$ cat src/rtl/lcd_write_sequencer.sv
// Drives one HD44780 byte write over the 4-bit bus: upper nibble, lower nibble,
// then the command-execution wait. Requester handshakes via wr_valid/wr_ready.
module lcd_write_sequencer #(
  parameter int SETUP_CYC  = 2,
  parameter int ENABLE_CYC = 12,
  parameter int HOLD_CYC   = 1,
  parameter int GAP_CYC    = 50,
  parameter int CMD_WAIT   = 2000,
  parameter int LONG_WAIT  = 82000,
  parameter int CNT_W      = 17
) (
  input  logic       clk,
  input  logic       reset,
  input  logic       wr_valid,
  input  logic [7:0] wr_data,
  input  logic       wr_rs,
  input  logic       wr_nib_only,
  output logic       wr_ready,
  output logic       done,
  output logic       lcd_e,
  output logic       lcd_rs,
  output logic       lcd_rw,
  output logic [3:0] lcd_d
);

  typedef enum logic [3:0] {
    S_IDLE,
    S_UP_SETUP,
    S_UP_EN,
    S_UP_HOLD,
    S_GAP,
    S_LO_SETUP,
    S_LO_EN,
    S_LO_HOLD,
    S_WAIT
  } state_t;

  localparam logic [CNT_W-1:0] SETUP_LAST  = CNT_W'(SETUP_CYC - 1);
  localparam logic [CNT_W-1:0] ENABLE_LAST = CNT_W'(ENABLE_CYC - 1);
  localparam logic [CNT_W-1:0] HOLD_LAST   = CNT_W'(HOLD_CYC - 1);
  localparam logic [CNT_W-1:0] GAP_LAST    = CNT_W'(GAP_CYC - 1);
  localparam logic [CNT_W-1:0] CMD_LAST    = CNT_W'(CMD_WAIT - 1);
  localparam logic [CNT_W-1:0] LONG_LAST   = CNT_W'(LONG_WAIT - 1);

  state_t           state_reg, state_next;
  logic [CNT_W-1:0] cnt_reg, cnt_next;
  logic [7:0]       data_reg, data_next;
  logic             rs_reg, rs_next;
  logic             nib_reg, nib_next;
  logic             long_reg, long_next;
  logic             lcd_e_reg, lcd_e_next;
  logic             lcd_rs_reg, lcd_rs_next;
  logic [3:0]       lcd_d_reg, lcd_d_next;
  logic             done_reg, done_next;
  logic [CNT_W-1:0] wait_last;

  assign wr_ready = (state_reg == S_IDLE) & reset;
  assign done     = done_reg;
  assign lcd_e    = lcd_e_reg;
  assign lcd_rs   = lcd_rs_reg;
  assign lcd_d    = lcd_d_reg;
  assign lcd_rw   = 1'b0;

  // Clear/return-home need the long wait, but an init nibble never does.
  assign wait_last = (long_reg & ~nib_reg) ? LONG_LAST : CMD_LAST;

  always_comb begin
    state_next = state_reg;
    cnt_next   = cnt_reg + CNT_W'(1);
    data_next  = data_reg;
    rs_next    = rs_reg;
    nib_next   = nib_reg;
    long_next  = long_reg;

    case (state_reg)
      S_IDLE: begin
        cnt_next = '0;
        if (wr_valid && wr_ready) begin
          state_next = S_UP_SETUP;
          data_next  = wr_data;
          rs_next    = wr_rs;
          nib_next   = wr_nib_only;
          long_next  = ~wr_rs & (wr_data[7:2] == 6'd0) & (wr_data[1:0] != 2'd0);
        end
      end
      S_UP_SETUP: if (cnt_reg == SETUP_LAST)  state_next = S_UP_EN;
      S_UP_EN:    if (cnt_reg == ENABLE_LAST) state_next = S_UP_HOLD;
      S_UP_HOLD:  if (cnt_reg == HOLD_LAST)   state_next = nib_reg ? S_WAIT : S_GAP;
      S_GAP:      if (cnt_reg == GAP_LAST)    state_next = S_LO_SETUP;
      S_LO_SETUP: if (cnt_reg == SETUP_LAST)  state_next = S_LO_EN;
      S_LO_EN:    if (cnt_reg == ENABLE_LAST) state_next = S_LO_HOLD;
      S_LO_HOLD:  if (cnt_reg == HOLD_LAST)   state_next = S_WAIT;
      S_WAIT:     if (cnt_reg == wait_last)   state_next = S_IDLE;
      default:    state_next = S_IDLE;
    endcase

    if (state_next != state_reg) cnt_next = '0;

    // Pin values are decoded from the state being entered so they are registered.
    lcd_e_next  = 1'b0;
    lcd_rs_next = 1'b0;
    lcd_d_next  = 4'd0;
    case (state_next)
      S_UP_SETUP, S_UP_HOLD: begin
        lcd_d_next  = data_next[7:4];
        lcd_rs_next = rs_next;
      end
      S_UP_EN: begin
        lcd_d_next  = data_next[7:4];
        lcd_rs_next = rs_next;
        lcd_e_next  = 1'b1;
      end
      S_GAP: lcd_rs_next = rs_next;
      S_LO_SETUP, S_LO_HOLD: begin
        lcd_d_next  = data_next[3:0];
        lcd_rs_next = rs_next;
      end
      S_LO_EN: begin
        lcd_d_next  = data_next[3:0];
        lcd_rs_next = rs_next;
        lcd_e_next  = 1'b1;
      end
      default: ;
    endcase

    done_next = (state_reg == S_WAIT) && (state_next == S_IDLE);
  end

  always_ff @(posedge clk) begin
    if (!reset) begin
      state_reg  <= S_IDLE;
      cnt_reg    <= '0;
      data_reg   <= 8'd0;
      rs_reg     <= 1'b0;
      nib_reg    <= 1'b0;
      long_reg   <= 1'b0;
      lcd_e_reg  <= 1'b0;
      lcd_rs_reg <= 1'b0;
      lcd_d_reg  <= 4'd0;
      done_reg   <= 1'b0;
    end else begin
      state_reg  <= state_next;
      cnt_reg    <= cnt_next;
      data_reg   <= data_next;
      rs_reg     <= rs_next;
      nib_reg    <= nib_next;
      long_reg   <= long_next;
      lcd_e_reg  <= lcd_e_next;
      lcd_rs_reg <= lcd_rs_next;
      lcd_d_reg  <= lcd_d_next;
      done_reg   <= done_next;
    end
  end

endmodule
$ cat config.mk
export PLATFORM = sky130hd
export DESIGN_NAME = lcd_write_sequencer
export DESIGN_NICKNAME = d
export VERILOG_FILES = /design/src/rtl/lcd_write_sequencer.sv
export SDC_FILE = /design/constraint.sdc
export NUM_CORES = 1
export LEC_CHECK = 0
export BUFFER_PORTS_ARGS = -buffer_cell sky130_fd_sc_hd__buf_2
export CAP_MARGIN = 10
export CELL_PAD_IN_SITES_DETAIL_PLACEMENT = 1
export CELL_PAD_IN_SITES_GLOBAL_PLACEMENT = 1
export CORE_MARGIN = 3
export CORE_UTILIZATION = 46
export DETAILED_ROUTE_END_ITERATION = 6
export GPL_TIMING_DRIVEN = 0
export PLACE_DENSITY = 0.88
export SLEW_MARGIN = 10
export SYNTH_ARGS = -nofsm -noshare
export SYNTH_HDL_FRONTEND = slang
export SYNTH_SLANG_ARGS = --single-unit
$ cat constraint.sdc
create_clock -name clk -period 5.65 [get_ports clk]
set_clock_uncertainty 0.1 [all_clocks]
set_input_delay 1.13 -clock clk [delete_from_list [all_inputs] [get_ports clk]]
set_output_delay 1.13 -clock clk [all_outputs]
set_load 0.02 [all_outputs]
==> summary.md, run 1 <==
| Metric | Value |
|---|---|
| Commonest cells after routing, fill and taps aside | 39 x dfxtp_1, 35 x nor2_1, 25 x nand2_1 |
| Die Wd | 68.3 µm |
| Htree depth | 2 |
| Slew headroom | 46.8% |
| Register area | 781 µm² |
| Critical Path Fanout Max | 10 |
| Clk Latency, worst-skew pair | 0.29 ns |
| Status | complete, no violations |
| Yosys cell types | 42 |
| Hold Buf Count CTS | 0 |
| Period utilization | 57.4% |
| Global Route Usage Sum | 21.5% |
| Clk root buf | clkbuf_8 |
| Rows | 22 |
| Setup violations, final | 0 |
| Vias/cell | 5.44 |
| CTS tree | yes |
| Synth Instances | 213 |
| CTS buffer count | 5 |
| # DRC | 0 |
| VDD IR max | 0.202 mV |
| Max Cap Violations | 0 |
| Min Tclk post-route | 3.24 ns |
| Clock sink count | 39 |
| DR vias | 1567 |
| PD cells | 279 mW/mm² |
| Port bufs | 19 |
| Worst Hold Class | reg -> reg |
| Vias in the first global route | 1617 |
| DR pass1 iterations | 4 |
| Post-DP HPWL | 3190 µm |
| Uppermost layer routed | met4 |
| RSZ-0062 raised after global routing | false |
| Initial antenna violation count | 0 |
| Die Height | 68.3 µm |
| Final net count | 255 |
| First-pass GRT wire length | 7400 µm |
| Number of synthesized flops with an enable pin | 0 |
| Post-detailed-route count of antenna-violating nets | 0 |
| Area of the multi-input gates | 937 µm² |
| DR WL/cell | 15.3 µm |
| Final hold vios | 0 |
| Fmax | 308 MHz |
| Synth Flop Type | dfxtp_1 |
| Yosys reg bits | 39 |
| CORE AREA | 0.00372 mm² |
| Syn. warnings | 0 |
| Layout cells sized above 1 | 16.7% |
| Die area | 0.00467 mm² |
| Max reg flops | 17 |
| Fill cells | 472 |
| Arrival @ worst endpoint | 2.01 ns |
| Setup TNS | 0 ns |
| Routed wire length | 4390 µm |
| DP Worst Slack | 2.41 ns |
| Worst slew pin tran | 0.776 ns |
| Post-CTS resize count | 0 |
| Net Count, Synth | 229 |
| Crit. End Element | primary output |
| Initial cell density of the core | 48.1% |
| Final Max Slew Viols | 0 |
| Syn_area_per_cell | 8.39 µm² |
| Clock-pin slew on the worst setup and hold paths | 0.08 ns |
| Total gr overflow | 0 |
| Clk buf depth | 2 |
| Met1 wire length | 2040 µm |
| Setup bufs post-CTS | 0 |
| N_diodes | 0 |
| Area Growth Syn to Fin | 15.3% |
| Largest net degree at the start of global routing | 13 |
| I/O pin count | 22 |
| Data required, critical path | 4.42 ns |
| Sequential share of the synthesized area | 43.7% |
| Placer Congestion | 0.755 |
| Leakage Power | 0.000755 µW |
| WL met3 | 133 µm |
| Synth async-reset ratio | 0% |
| Initial DRC count | 61 |
| Commonest non-fill, non-tap cell in the layout | dfxtp_1 |
| Startpoint types | input pin |
| Metal2 WL | 2150 µm |
| PnR worst setup slack | 2.41 ns |
| Netlist Area Pre-Place | 0.00179 mm² |
| Critical path class | in -> out |
## through the flow
| stage | instance area [µm²] | hold WS (ns) | utilization, % | total power, µW | cells |
|---|---|---|---|---|---|
| floorplan | 1790 | 0.352 | - | 322 | 213 |
| global placement | 1940 | 0.373 | 52.3 | 336 | 280 |
| detailed placement | 1940 | 0.386 | 52.3 | 338 | 280 |
| CTS | 2060 | 0.411 | 55.5 | 579 | 288 |
| global route | 2060 | 0.454 | 55.5 | 596 | 288 |
| finish | 2060 | 0.411 | 55.5 | 575 | 288 |
## kinds of logic (layout without fill, tap and decap cells)
logic type      after synthesis  after routing  synth area share, %
compound gates               22             22                 8.40
xor+xnor                     15             15                 7.35
fa+ha+maj                     3              3                 2.10
buf+inv                      14             41                 3.92
flops                        39             39                 43.7
mux                           4              4                 2.24
other cells                   1              1                0.210
simple gates                115            115                 32.1
## cells in the mapped netlist, types with 2 or more instances
master    count  area, µm²
a21oi_1       6       30.0
and2_1        3       18.8
and3_1        3       18.8
buf_2         2       10.0
buf_4         2       15.0
clkbuf_1      4       15.0
dfxtp_1      39        781
ha_1          3       37.5
inv_1         3       11.3
mux2i_1       4       40.0
nand2_1      25       93.8
nand2b_1      4       25.0
nand3_1      13       65.1
nand4_1       4       25.0
nand4b_1      2       17.5
nor2_1       35        131
nor2_2        2       12.5
nor2b_1       3       18.8
nor3_1        6       30.0
nor4_1        8       50.1
o21ai_0       8       40.0
xnor2_1       5       43.8
xor2_1       10       87.6
## layer usage
layer / global-route usage (%) / vias up
met1: 27.6 / 758
li1: - / 780
met3: 4.93 / 10
met5: 0 / -
met2: 34.7 / 19
met4: 8.44 / 0
## worst max-delay path, cell delays in order
cell     delay, ns
buf_1         0.33
nor2b_1       0.24
and2_1        0.14
buf_2         0.16
## cell type report
| class | count | area share, % |
|---|---|---|
| tap | 48 | 2.91 |
| multi-input combinational | 160 | 45.5 |
| inverter | 4 | 0.729 |
| clock inverter | 2 | 1.70 |
| sequential | 39 | 37.9 |
| buffer | 10 | 2.67 |
| clock buffer | 6 | 4.01 |
| timing repair buffer | 19 | 4.61 |
## power by group
group          switching, µW  internal [µW]  total (µW)
registers               3.79            283         287
clock network           99.9            143         243
logic                   28.7           16.5        45.2
total                    132            443         575
## worst paths after layout
kind / slack [ns] / from / end / depth (start not counted)
max: 2.41 / reset / wr_ready / 4
min: 0.41 / data_reg[5] / data_reg[5] / 2
max reg2reg: 2.95 / cnt_reg[7] / lcd_d[2] / 6
min reg2reg: 0.41 / data_reg[5] / data_reg[5] / 2
Note: power is estimated with default switching activity, not from simulation.
==> run 2: changes to the inputs <==
--- a/config.mk
+++ b/config.mk
@@ -10,10 +10,10 @@
 export CELL_PAD_IN_SITES_DETAIL_PLACEMENT = 1
 export CELL_PAD_IN_SITES_GLOBAL_PLACEMENT = 1
 export CORE_MARGIN = 3
-export CORE_UTILIZATION = 46
+export CORE_UTILIZATION = 38
 export DETAILED_ROUTE_END_ITERATION = 6
 export GPL_TIMING_DRIVEN = 0
-export PLACE_DENSITY = 0.88
+export PLACE_DENSITY = 0.79
 export SLEW_MARGIN = 10
 export SYNTH_ARGS = -nofsm -noshare
 export SYNTH_HDL_FRONTEND = slang
==> constraint.sdc (replaced) <==
create_clock -name clk -period 2.6 [get_ports clk]
set_clock_uncertainty 0.1 [all_clocks]
set_input_delay 0.52 -clock clk [delete_from_list [all_inputs] [get_ports clk]]
set_output_delay 0.52 -clock clk [all_outputs]
set_load 0.02 [all_outputs]
==> summary.md, run 2 (synthesis results as in run 1) <==
| Metric | Value |
|---|---|
| N_diodes | 0 (unchanged) |
| Clk root buf | clkbuf_8 |
| Initial DRC count | 63 (+3.3%) |
| CTS tree | yes |
| Htree depth | 2 (unchanged) |
| Area Growth Syn to Fin | 17.6% |
| Status | complete, no violations |
| Post-DP Area | 0.00195 mm² (+0.26%) |
| CTS buffer count | 5 (unchanged) |
| Initial cell density of the core | 40.2% (-7.9 points) |
| Startpoint types | flip-flop |
| Vias in the first global route | 1514 (-6.4%) |
| Post-DP HPWL | 3180 µm (-0.20%) |
| Worst reg-to-reg setup slack | 0.23 ns (-2.72 ns) |
| Critical path class | reg -> reg |
| Arrival @ worst endpoint | 2.47 ns (+0.46 ns) |
| Post-route cell area | 0.00210 mm² (+2.1%) |
| Layout cells sized above 1 | 17.5% (+0.83 points) |
| Layout Utilization | 47.3% (-8.1 points) |
| DR vias | 1546 (-1.3%) |
| Hold Crit Depth | 3 (+1) |
| Slew headroom | 59.3% (+12 points) |
| DR pass1 iterations | 4 (unchanged) |
| Commonest non-fill, non-tap cell in the layout | dfxtp_1 |
| Fmax | 423 MHz |
| Vias/cell | 5.29 (-2.7%) |
| Crit. End Element | flip-flop |
| FF-to-FF End | cnt_reg[13] |
| DP Worst Slack | -0.0252 ns (-2.44 ns) |
| Cells on worst reg2reg path | 7 (+1) |
| Initial antenna violation count | 0 (unchanged) |
| I/O pin count | 22 (unchanged) |
| Leakage Power | 0.000763 µW (+1.0%) |
| PD cells | 635 mW/mm² (+130%) |
| Clock-pin slew on the worst setup and hold paths | 0.08 ns (about the same) |
| VDD IR max | 0.325 mV (+61%) |
| Final net count | 255 (unchanged) |
| Worst Min Path Start | wr_nib_only |
| Period utilization | 91.0% |
| Data required, critical path | 2.70 ns (-1.72 ns) |
| Rows | 24 (+9.1%) |
| Post-detailed-route count of antenna-violating nets | 0 (unchanged) |
| Clk Latency, worst-skew pair | 0.30 ns (about the same) |
| Max Cap Violations | 0 (unchanged) |
| RSZ-0062 raised after global routing | false |
| Commonest cells after routing, fill and taps aside | 39 x dfxtp_1, 35 x nor2_1, 25 x nand2_1 |
| Global Route Usage Sum | 17.7% (-3.8 points) |
| Crit Reg-Reg Startpoint | cnt_reg[11] |
| Placer Congestion | 0.781 (+3.5%) |
| Max reg flops | 17 (unchanged) |
| Largest net degree at the start of global routing | 14 (+1) |
| DR WL/cell | 15.1 µm (-1.2%) |
| Total gr overflow | 0 (unchanged) |
| Hold Buf Count CTS | 0 (unchanged) |
| Final hold vios | 0 (unchanged) |
| Worst hold path endpoint | nib_reg |
| Min Tclk post-route | 2.37 ns |
| Die Height | 74.6 µm (+9.1%) |
| Clk buf depth | 2 (unchanged) |
| Die area | 0.00556 mm² (+19%) |
| Routed wire length | 4400 µm (+0.16%) |
| CORE AREA | 0.00444 mm² (+20%) |
| # DRC | 0 (unchanged) |
| Worst Hold Class | in -> reg |
| Critical Path Fanout Max | 10 (unchanged) |
| Setup violations, final | 0 (unchanged) |
| Port bufs | 19 (unchanged) |
| Clock sink count | 39 (unchanged) |
| Final Max Slew Viols | 0 (unchanged) |
| PnR worst setup slack | 0.235 ns (-2.17 ns) |
| First-pass GRT wire length | 7330 µm (-1.0%) |
| Worst slew pin tran | 0.606 ns (-0.170 ns) |
| Die Wd | 74.6 µm (+9.1%) |
[run 2: worst max-delay path, stage by stage (launching register included)]
cell	delay, ns
dfxtp_1	0.35
nor4_2	0.44
nand4_2	0.29
nor4_1	0.30
a211oi_1	0.12
o21ai_2	0.39
buf_6	0.21
nor2_1	0.06
[run 2: cell type report]
| type | instances | area (µm²) |
|---|---|---|
| fillers | 556 | 2340 |
| multi-input cells | 160 | 956 |
| flip-flops and latches | 39 | 781 |
| repair buffers | 19 | 95.1 |
| clock buffers | 5 | 68.8 |
| clock inverters | 3 | 67.6 |
| well taps | 52 | 65.1 |
| plain buffers | 10 | 55.1 |
| inverters | 4 | 15.0 |
[run 2: per-layer routing]
layer	part of all wire [%]	vias up	wire [µm]	GRT usage (%)
li1	-	780	-	-
met3	3.9	7	173	4.46
met2	47	29	2060	28.2
met5	0	-	0	0
met1	48	730	2090	23.1
met4	1.6	0	71	6.52
[run 2: per-stage QoR]
step | cells | hold WS, ns | setup TNS (ns) | power, µW
finish | 292 | 0.333 | 0 | 1340
global route | 292 | 0.327 | 0 | 1380
CTS | 292 | 0.321 | 0 | 1350
detailed placement | 284 | 0.387 | -0.0516 | 736
global placement | 284 | 0.374 | -0.00789 | 732
floorplan | 213 | 0.352 | 0 | 699
[run 2: what timing repair did]
item | in CTS | in global routing
resized for setup | 1 | 2
setup buffers | 0 | 0
endpoints found under the setup margin | 3 | 6
[run 2: worst max path at each step]
stage / from / to / slack, ns / cells after the start
finish: cnt_reg[11] / cnt_reg[13] / 0.23 / 7
global placement: cnt_reg[7] / lcd_d[3] / -0.008 / 6
floorplan: cnt_reg[7] / lcd_d[0] / 0.58 / 6
CTS: cnt_reg[7] / lcd_d[1] / 0.13 / 6
detailed placement: cnt_reg[7] / lcd_d[1] / -0.03 / 6
global route: cnt_reg[6] / cnt_reg[0] / 0.04 / 8
[run 2: power breakdown]
part	internal (µW)	switching (µW)	total (µW)
clock	383	231	613
sequential	615	7.61	623
combinational	36.2	63.3	99.5
total	1030	302	1340
